$ cat src/rtl/hx711_responder.sv
// HX711 serial responder: emits 24-bit samples on dout under host PD_SCK, decodes 25/26/27-pulse gain, emulates power-down.
// Latency: dout reacts 3 clocks after sclk_in rises; no backpressure, a read in progress waits indefinitely for the host.
module hx711_responder #(
  parameter int CONV_PERIOD_CYCLES = 1000,
  parameter int PD_TIMEOUT_CYCLES  = 6000
) (
  input  logic        clock,
  input  logic        reset,
  input  logic        sclk_in,
  input  logic [23:0] sample_in,
  input  logic        sample_valid,
  output logic        dout,
  output logic        data_ready,
  output logic [1:0]  gain_sel,
  output logic        conv_done,
  output logic        read_done,
  output logic        pd_active
);

  localparam int CW = (CONV_PERIOD_CYCLES > 1) ? $clog2(CONV_PERIOD_CYCLES) : 1;
  localparam int PW = (PD_TIMEOUT_CYCLES > 1) ? $clog2(PD_TIMEOUT_CYCLES) : 1;
  localparam logic [CW-1:0] CONV_LAST = CW'(CONV_PERIOD_CYCLES - 1);
  localparam logic [PW-1:0] PD_LAST   = PW'(PD_TIMEOUT_CYCLES - 1);

  localparam logic [1:0] ST_CONVERT = 2'd0;
  localparam logic [1:0] ST_READY   = 2'd1;
  localparam logic [1:0] ST_SHIFT   = 2'd2;
  localparam logic [1:0] ST_PWRDN   = 2'd3;

  logic [1:0]    state;
  logic          s1, s2, s3;
  logic [CW-1:0] conv_timer;
  logic [PW-1:0] pd_timer;
  logic [23:0]   holding;
  logic [23:0]   shift;
  logic [4:0]    bit_cnt;
  logic [1:0]    pulse_cnt;

  logic        rise, fall, expire, pd_hit;
  logic [23:0] next_word;

  assign rise       = s2 & ~s3;
  assign fall       = ~s2 & s3;
  assign expire     = (conv_timer == CONV_LAST);
  assign pd_hit     = s2 && (pd_timer == PD_LAST) && (state != ST_PWRDN);
  // A sample arriving on the expiry cycle goes straight into the shift register.
  assign next_word  = sample_valid ? sample_in : holding;
  assign data_ready = (state == ST_READY);
  assign pd_active  = (state == ST_PWRDN);

  always_ff @(posedge clock) begin
    if (reset) begin
      state      <= ST_CONVERT;
      s1         <= 1'b0;
      s2         <= 1'b0;
      s3         <= 1'b0;
      conv_timer <= '0;
      pd_timer   <= '0;
      holding    <= '0;
      shift      <= '0;
      bit_cnt    <= '0;
      pulse_cnt  <= '0;
      dout       <= 1'b1;
      gain_sel   <= 2'b00;
      conv_done  <= 1'b0;
      read_done  <= 1'b0;
    end else begin
      s1        <= sclk_in;
      s2        <= s1;
      s3        <= s2;
      conv_done <= 1'b0;
      read_done <= 1'b0;

      if (sample_valid) holding <= sample_in;

      if (state == ST_PWRDN || !s2) pd_timer <= '0;
      else if (!pd_hit)             pd_timer <= pd_timer + PW'(1);

      if (pd_hit) begin
        state     <= ST_PWRDN;
        dout      <= 1'b1;
        bit_cnt   <= '0;
        pulse_cnt <= '0;
      end else begin
        case (state)
          ST_CONVERT: begin
            dout <= 1'b1;
            if (expire) begin
              conv_timer <= '0;
              conv_done  <= 1'b1;
              pulse_cnt  <= '0;
              shift      <= next_word;
              dout       <= 1'b0;
              state      <= ST_READY;
              case (pulse_cnt)
                2'd1:    gain_sel <= 2'b00;
                2'd2:    gain_sel <= 2'b01;
                2'd3:    gain_sel <= 2'b10;
                default: gain_sel <= gain_sel;
              endcase
            end else begin
              conv_timer <= conv_timer + CW'(1);
              if (rise && pulse_cnt != 2'd3) pulse_cnt <= pulse_cnt + 2'd1;
            end
          end
          ST_READY: begin
            if (rise) begin
              dout    <= shift[23];
              shift   <= {shift[22:0], 1'b0};
              bit_cnt <= 5'd1;
              state   <= ST_SHIFT;
            end else begin
              dout <= 1'b0;
              if (expire) begin
                conv_timer <= '0;
                shift      <= next_word;
                conv_done  <= 1'b1;
              end else begin
                conv_timer <= conv_timer + CW'(1);
              end
            end
          end
          ST_SHIFT: begin
            if (rise) begin
              if (bit_cnt < 5'd24) begin
                dout    <= shift[23];
                shift   <= {shift[22:0], 1'b0};
                bit_cnt <= bit_cnt + 5'd1;
              end else begin
                // 25th pulse closes the word; later pulses select gain for the next conversion.
                dout       <= 1'b1;
                read_done  <= 1'b1;
                pulse_cnt  <= 2'd1;
                conv_timer <= '0;
                bit_cnt    <= '0;
                state      <= ST_CONVERT;
              end
            end
          end
          ST_PWRDN: begin
            dout <= 1'b1;
            if (fall) begin
              state      <= ST_CONVERT;
              conv_timer <= '0;
              gain_sel   <= 2'b00;
            end
          end
          default: state <= ST_CONVERT;
        endcase
      end
    end
  end

endmodule

$ cat config.mk
export PLATFORM = sky130hd
export DESIGN_NAME = hx711_responder
export DESIGN_NICKNAME = d
export VERILOG_FILES = /design/src/rtl/hx711_responder.sv
export SDC_FILE = /design/constraint.sdc
export NUM_CORES = 1
export LEC_CHECK = 0
export ABC_AREA = 1
export CAP_MARGIN = 20
export CORE_MARGIN = 4
export CORE_UTILIZATION = 51
export DETAILED_ROUTE_END_ITERATION = 7
export DONT_BUFFER_PORTS = 1
export HOLD_SLACK_MARGIN = 0.02
export PLACE_DENSITY_LB_ADDON = 0.08
export SETUP_SLACK_MARGIN = 0.05
export SYNTH_ARGS = -nofsm -noshare
export SYNTH_HDL_FRONTEND = slang
export SYNTH_SLANG_ARGS = --single-unit
export TNS_END_PERCENT = 20
$ cat constraint.sdc
create_clock -name clock -period 2.6 [get_ports clock]
set_input_delay 0.13 -clock clock [delete_from_list [all_inputs] [get_ports clock]]
set_output_delay 0.13 -clock clock [all_outputs]
set_load 0.005 [all_outputs]
== Word level (Yosys, flattened, before mapping) ==
Index checks and enable logic that the tools add are counted.
Storage, ports and cells
  flip-flop bits (word level): 88
  bits of input ports: 28
Cells by class
  reduce and logical (&&, ||, !) cells: 19
  magnitude comparators: 1
  add/sub/neg operators: 4
  eq/ne operators: 24
  bitwise operators: 7
  muxes and demuxes: 40
Operator list (count)
  24-bit two-way mux: 5
  24-bit case mux with 3 select lines: 1
  10-bit two-way mux: 5
  10-bit case mux with 4 select lines: 1
  2-bit two-way mux: 11
  5-bit two-way mux: 3
  5-bit AND reduction: 3
  2-bit != test, second input constant: 7
  13-bit by 1-bit adder with 13-bit output, second input constant: 1
  13-bit == test, second input constant: 1
  3-bit != test, second input constant: 4
  10-bit by 1-bit adder with 10-bit output, second input constant: 1
  10-bit == test, second input constant: 1
  5-bit case mux with 2 select lines: 1
  2-bit == test, second input constant: 4
  2-bit case mux with 2 select lines: 2
  2-bit case mux with 4 select lines: 1
  4-bit AND reduction: 2
  1-bit two-way mux: 7
  3-bit by 1-bit != test with 1-bit output, second input constant: 2
  2-bit case mux with 3 select lines: 1
  2-bit nonzero test: 3
  5-bit by 1-bit adder with 5-bit output, second input constant: 1
  5-bit less-than comparator, second input constant: 1
  other kinds (16): 26

== Logic depth before layout (Yosys ltp) ==
  depth after elaboration: 6
  depth in mapped cells: 11
  mapped depth without buffers: 11

== Worst setup path before layout ==
Ideal clock, no wire load.
  path type: flip-flop to flip-flop
  from: reg state[0]
  to: reg shift[10]
  period minus slack after synthesis: 1.597 ns
  library setup time: 0.112 ns
  setup slack: 1.003 ns
  arrival time: 1.485 ns
  required time: 2.488 ns
  stages on the path, launching flop included: 10
  cells stage by stage: dfxtp_1 > inv_1 > ha_1 > nand3_1 > nand2_1 > nor2_4 > buf_2 > nand3_1 > nor2_1 > nor2_1
On the way
  cells in the longest elaborated chain, start to end: 4
  elaborated cells on any way between the ends: 11
  classes of those cells: 5 x eq/ne; 1 x mux; 1 x bitwise; 4 x reduce/logical
Ends and longest elaborated chain
  start, declared: RTL line 30  | logic [1:0] state;
  start signal, assigned: RTL line 53  | state <= ST_CONVERT;
  start signal, assigned: RTL line 80  | state <= ST_PWRDN;
  start signal, assigned: RTL line 94  | state <= ST_READY;
  branches (longest 4 deep; another with 4-bit AND reduction)
  end signal, assigned: RTL line 92  | shift <= next_word;
  end signal, assigned: RTL line 109  | shift <= {shift[22:0], 1'b0};
  end signal, assigned: RTL line 116  | shift <= next_word;
  end, declared: RTL line 35  | logic [23:0] shift;
Parallel ways; which one is timed is not known.
A chain may end at the register's enable or synchronous reset.

== Worst setup path after layout ==
  from: reg state[0]
  to: reg conv_timer[3]
On the way
  cells in the longest elaborated chain, start to end: 4
  elaborated cells on any way between the ends: 13
  classes of those cells: 8 x eq/ne; 1 x mux; 1 x bitwise; 3 x reduce/logical
Ends and longest elaborated chain
  branches (longest 4 deep; another with 5-bit AND reduction)
  end signal, assigned: RTL line 102  | conv_timer <= conv_timer + CW'(1);
  end signal, assigned: RTL line 119  | conv_timer <= conv_timer + CW'(1);
  end, declared: RTL line 32  | logic [CW-1:0] conv_timer;
Parallel ways; which one is timed is not known.

==> impl_metrics.ini <==
[power_and_ir_drop]
power_density_nw_per_um2 = 590
total_power_mw = 2.96
ir_drop_v = 0.000290
p_leak_nw = 2.39

[grt]
antenna_found_initial = 0
track_usage_pct = 19.9
grt_max_degree = 43
grt-ovfl-total = 0
grt_pass1_vias = 3992
grt_pass1_wl_um = 18100

[synthesis]
yosys.cell_types.count = 31
netlist.area_leader.share_pct = 37.3
synthCells = 745
yosysWarningCount = 0
synthTopCellsByArea = dfxtp_1 (37%), nand2_1 (13%), nor2_1 (10%)
synth_nets = 782
synth_seq_area_share_pct = 37.3
syn_area_per_cell_um2 = 6.35
syn_area_um2 = 4730
ys_ff_latch = 88
yosys.area.top_type = dfxtp_1

[route]
wl_um = 10500
antenna_left = 0
route.vias.total = 4341
dr.pass1.iters = 4
wl_per_cell_um = 12.4
via_per_inst = 5.12
drcViolationCount = 0
drt_iter0_markers = 281

[critical_path]
cp-start-kind = register
cp_max_fo = 13
r2r-start = state[0]
endpoint_kind = register
arrival_ns = 2.37
critPathKind = register to register
rrSetupSlack_ns = 0.49
cp-startpoint = state[0]
regToRegEndpoint = conv_timer[3]
crit_required_ns = 2.86
r2r_cells = 8

[clocking]
cts_tree = yes
cts_num_sinks = 88
clock_latency_ns = 0.36
cts_buffer_depth = 2
cts.htree.levels = 3
ctsResizeCount = 0
cts_inserted_buffers = 9
root_buffer = clkbuf_8
path_clk_slew_ns = 0.09

[sta]
setup_violations = 0
hold_viol = 0
relSlewSlack_pct = 53.4
setup_tns_ns = 0
max_slew.worst_pin.slew_ns = 0.697
clock.fmax_mhz = 474
final-max-slew-violation-count = 0
rsz0062_at_grt = no
skew_ns = 0.00786
final.period_utilization_pct = 81.1
period_needed_ns = 2.11
setup_ws_ns = 0.490

[die]
core_region_area_um2 = 8890
fp.dieW_um = 104
num_rows = 34
io_pins = 35
dieHeight_um = 104
start_util_pct = 53.2
dieArea_um2 = 10900

[placement]
place_congestion = 0.865
portBuffers = 0
dp_cells = 828
pre_cts_slack_ns = 0.488
dp.final_hpwl_um = 7080

[finish]
finalNonFillerCells = 848
final_nets = 772
final_layout_size_suffix_gt1_share_pct = 4.59
antenna_cells = 0
final_common_cell = nand2_1
final_cell_mix = nand2_1 (169), nor2_1 (127), inv_1 (122), dfxtp_1 (88), nand3_1 (61)
areaGrowthSynthToFinish_pct = 6.14

[worst_hold_path]
hold_end = holding[4]
hold_depth = 3
hold_class = input port to register
worstHoldStart = sample_valid

[run_status]
status = completed

[run]
cap_violations = 0
==> stage by stage <==
step                hold slack [ns]  util [%]  cell area (µm²)
finish                       0.0305      56.4             5020
global route                 0.0231      56.4             5020
CTS                          0.0212      56.4             5020
detailed placement            0.207      53.5             4760
global placement              0.204      53.5             4760
floorplan                     0.237         -             4730
==> registers in the layout, indices dropped and copies added, names as in the netlist, 2 cells and up <==
signal and cells:
shift 24, pd_timer 13, holding 24, conv_timer 10, bit_cnt 5, state 2, gain_sel 2, pulse_cnt 2
==> cells by family (layout without fill, tap and decap cells) <==
logic type / after synthesis / after routing / share of synthesized area [%]
simple gates: 380 / 380 / 33.2
buf+inv: 156 / 151 / 13.2
compound gates: 106 / 106 / 12.8
flops: 88 / 88 / 37.3
fa+ha+maj: 9 / 9 / 2.38
xor+xnor: 5 / 5 / 0.926
mux: 1 / 1 / 0.212
==> worst max path at each step <==
stage | end | slack (ns) | depth (start not counted)
after floorplan | shift[10] | 1.00 | 9
after global placement | conv_timer[7] | 0.55 | 8
after detailed placement | conv_timer[3] | 0.49 | 8
after CTS | conv_timer[3] | 0.49 | 8
after global routing | shift[19] | 0.24 | 10
final | conv_timer[3] | 0.49 | 8
==> layer usage <==
layer	track usage [%]	up-vias	part of all wire [%]	wire, µm
met4	6.36	0	1.7	174
li1	-	2284	-	-
met5	0	-	0	0
met2	34.0	64	49	5110
met1	24.4	1981	47	4910
met3	4.84	12	2.8	291
==> area by class of cell <==
cell class / instances / area, µm²
Tap cell: 108 / 135
Clock buffer: 12 / 155
Inverter: 126 / 473
Sequential cell: 88 / 1760
Fill cell: 874 / 3870
Timing Repair Buffer: 9 / 100
Clock inverter: 4 / 52.6
Multi-Input combinational cell: 501 / 2340
==> cells in the mapped netlist <==
cell,count
inv_2,4
nor2_4,1
a211oi_1,2
buf_2,11
o21ai_1,1
nor3_1,6
buf_1,1
a21boi_2,1
o21a_1,24
nand2_2,3
ha_1,9
nand3_1,61
nand4_2,1
o21ai_0,29
nand2_1,169
nor2_2,2
buf_4,3
a21oi_1,48
nand4_1,7
nor4_1,1
a2bb2oi_1,1
xor2_1,1
buf_6,2
nand3_2,1
inv_1,122
clkbuf_1,13
dfxtp_1,88
nor2_1,127
nor3b_1,1
mux2i_1,1
xnor2_1,4
==> power by group <==
part / total (mW) / leakage [nW] / switching (mW) / internal [mW]
clock: 0.995 / 0.0948 / 0.498 / 0.497
combinational: 0.481 / 1.57 / 0.298 / 0.183
sequential: 1.48 / 0.718 / 0.0453 / 1.44
total: 2.96 / 2.39 / 0.841 / 2.12
==> critical path, cell delays in order, from the launching register on <==
cell and delay [ns]:
dfxtp_1 0.39, inv_1 0.08, ha_1 0.31, nand2_1 0.18, nand3_1 0.11, nor2_2 0.48
nand2_2 0.21, a21oi_1 0.17, nor2_1 0.06
==> repair_timing <==
action / 4_1_cts / 5_1_grt
endpoints found under the hold margin: 37 / 0
setup buffers: 0 / 0
hold buffers: 4 / 0
Power figures use the tool's default switching activity.
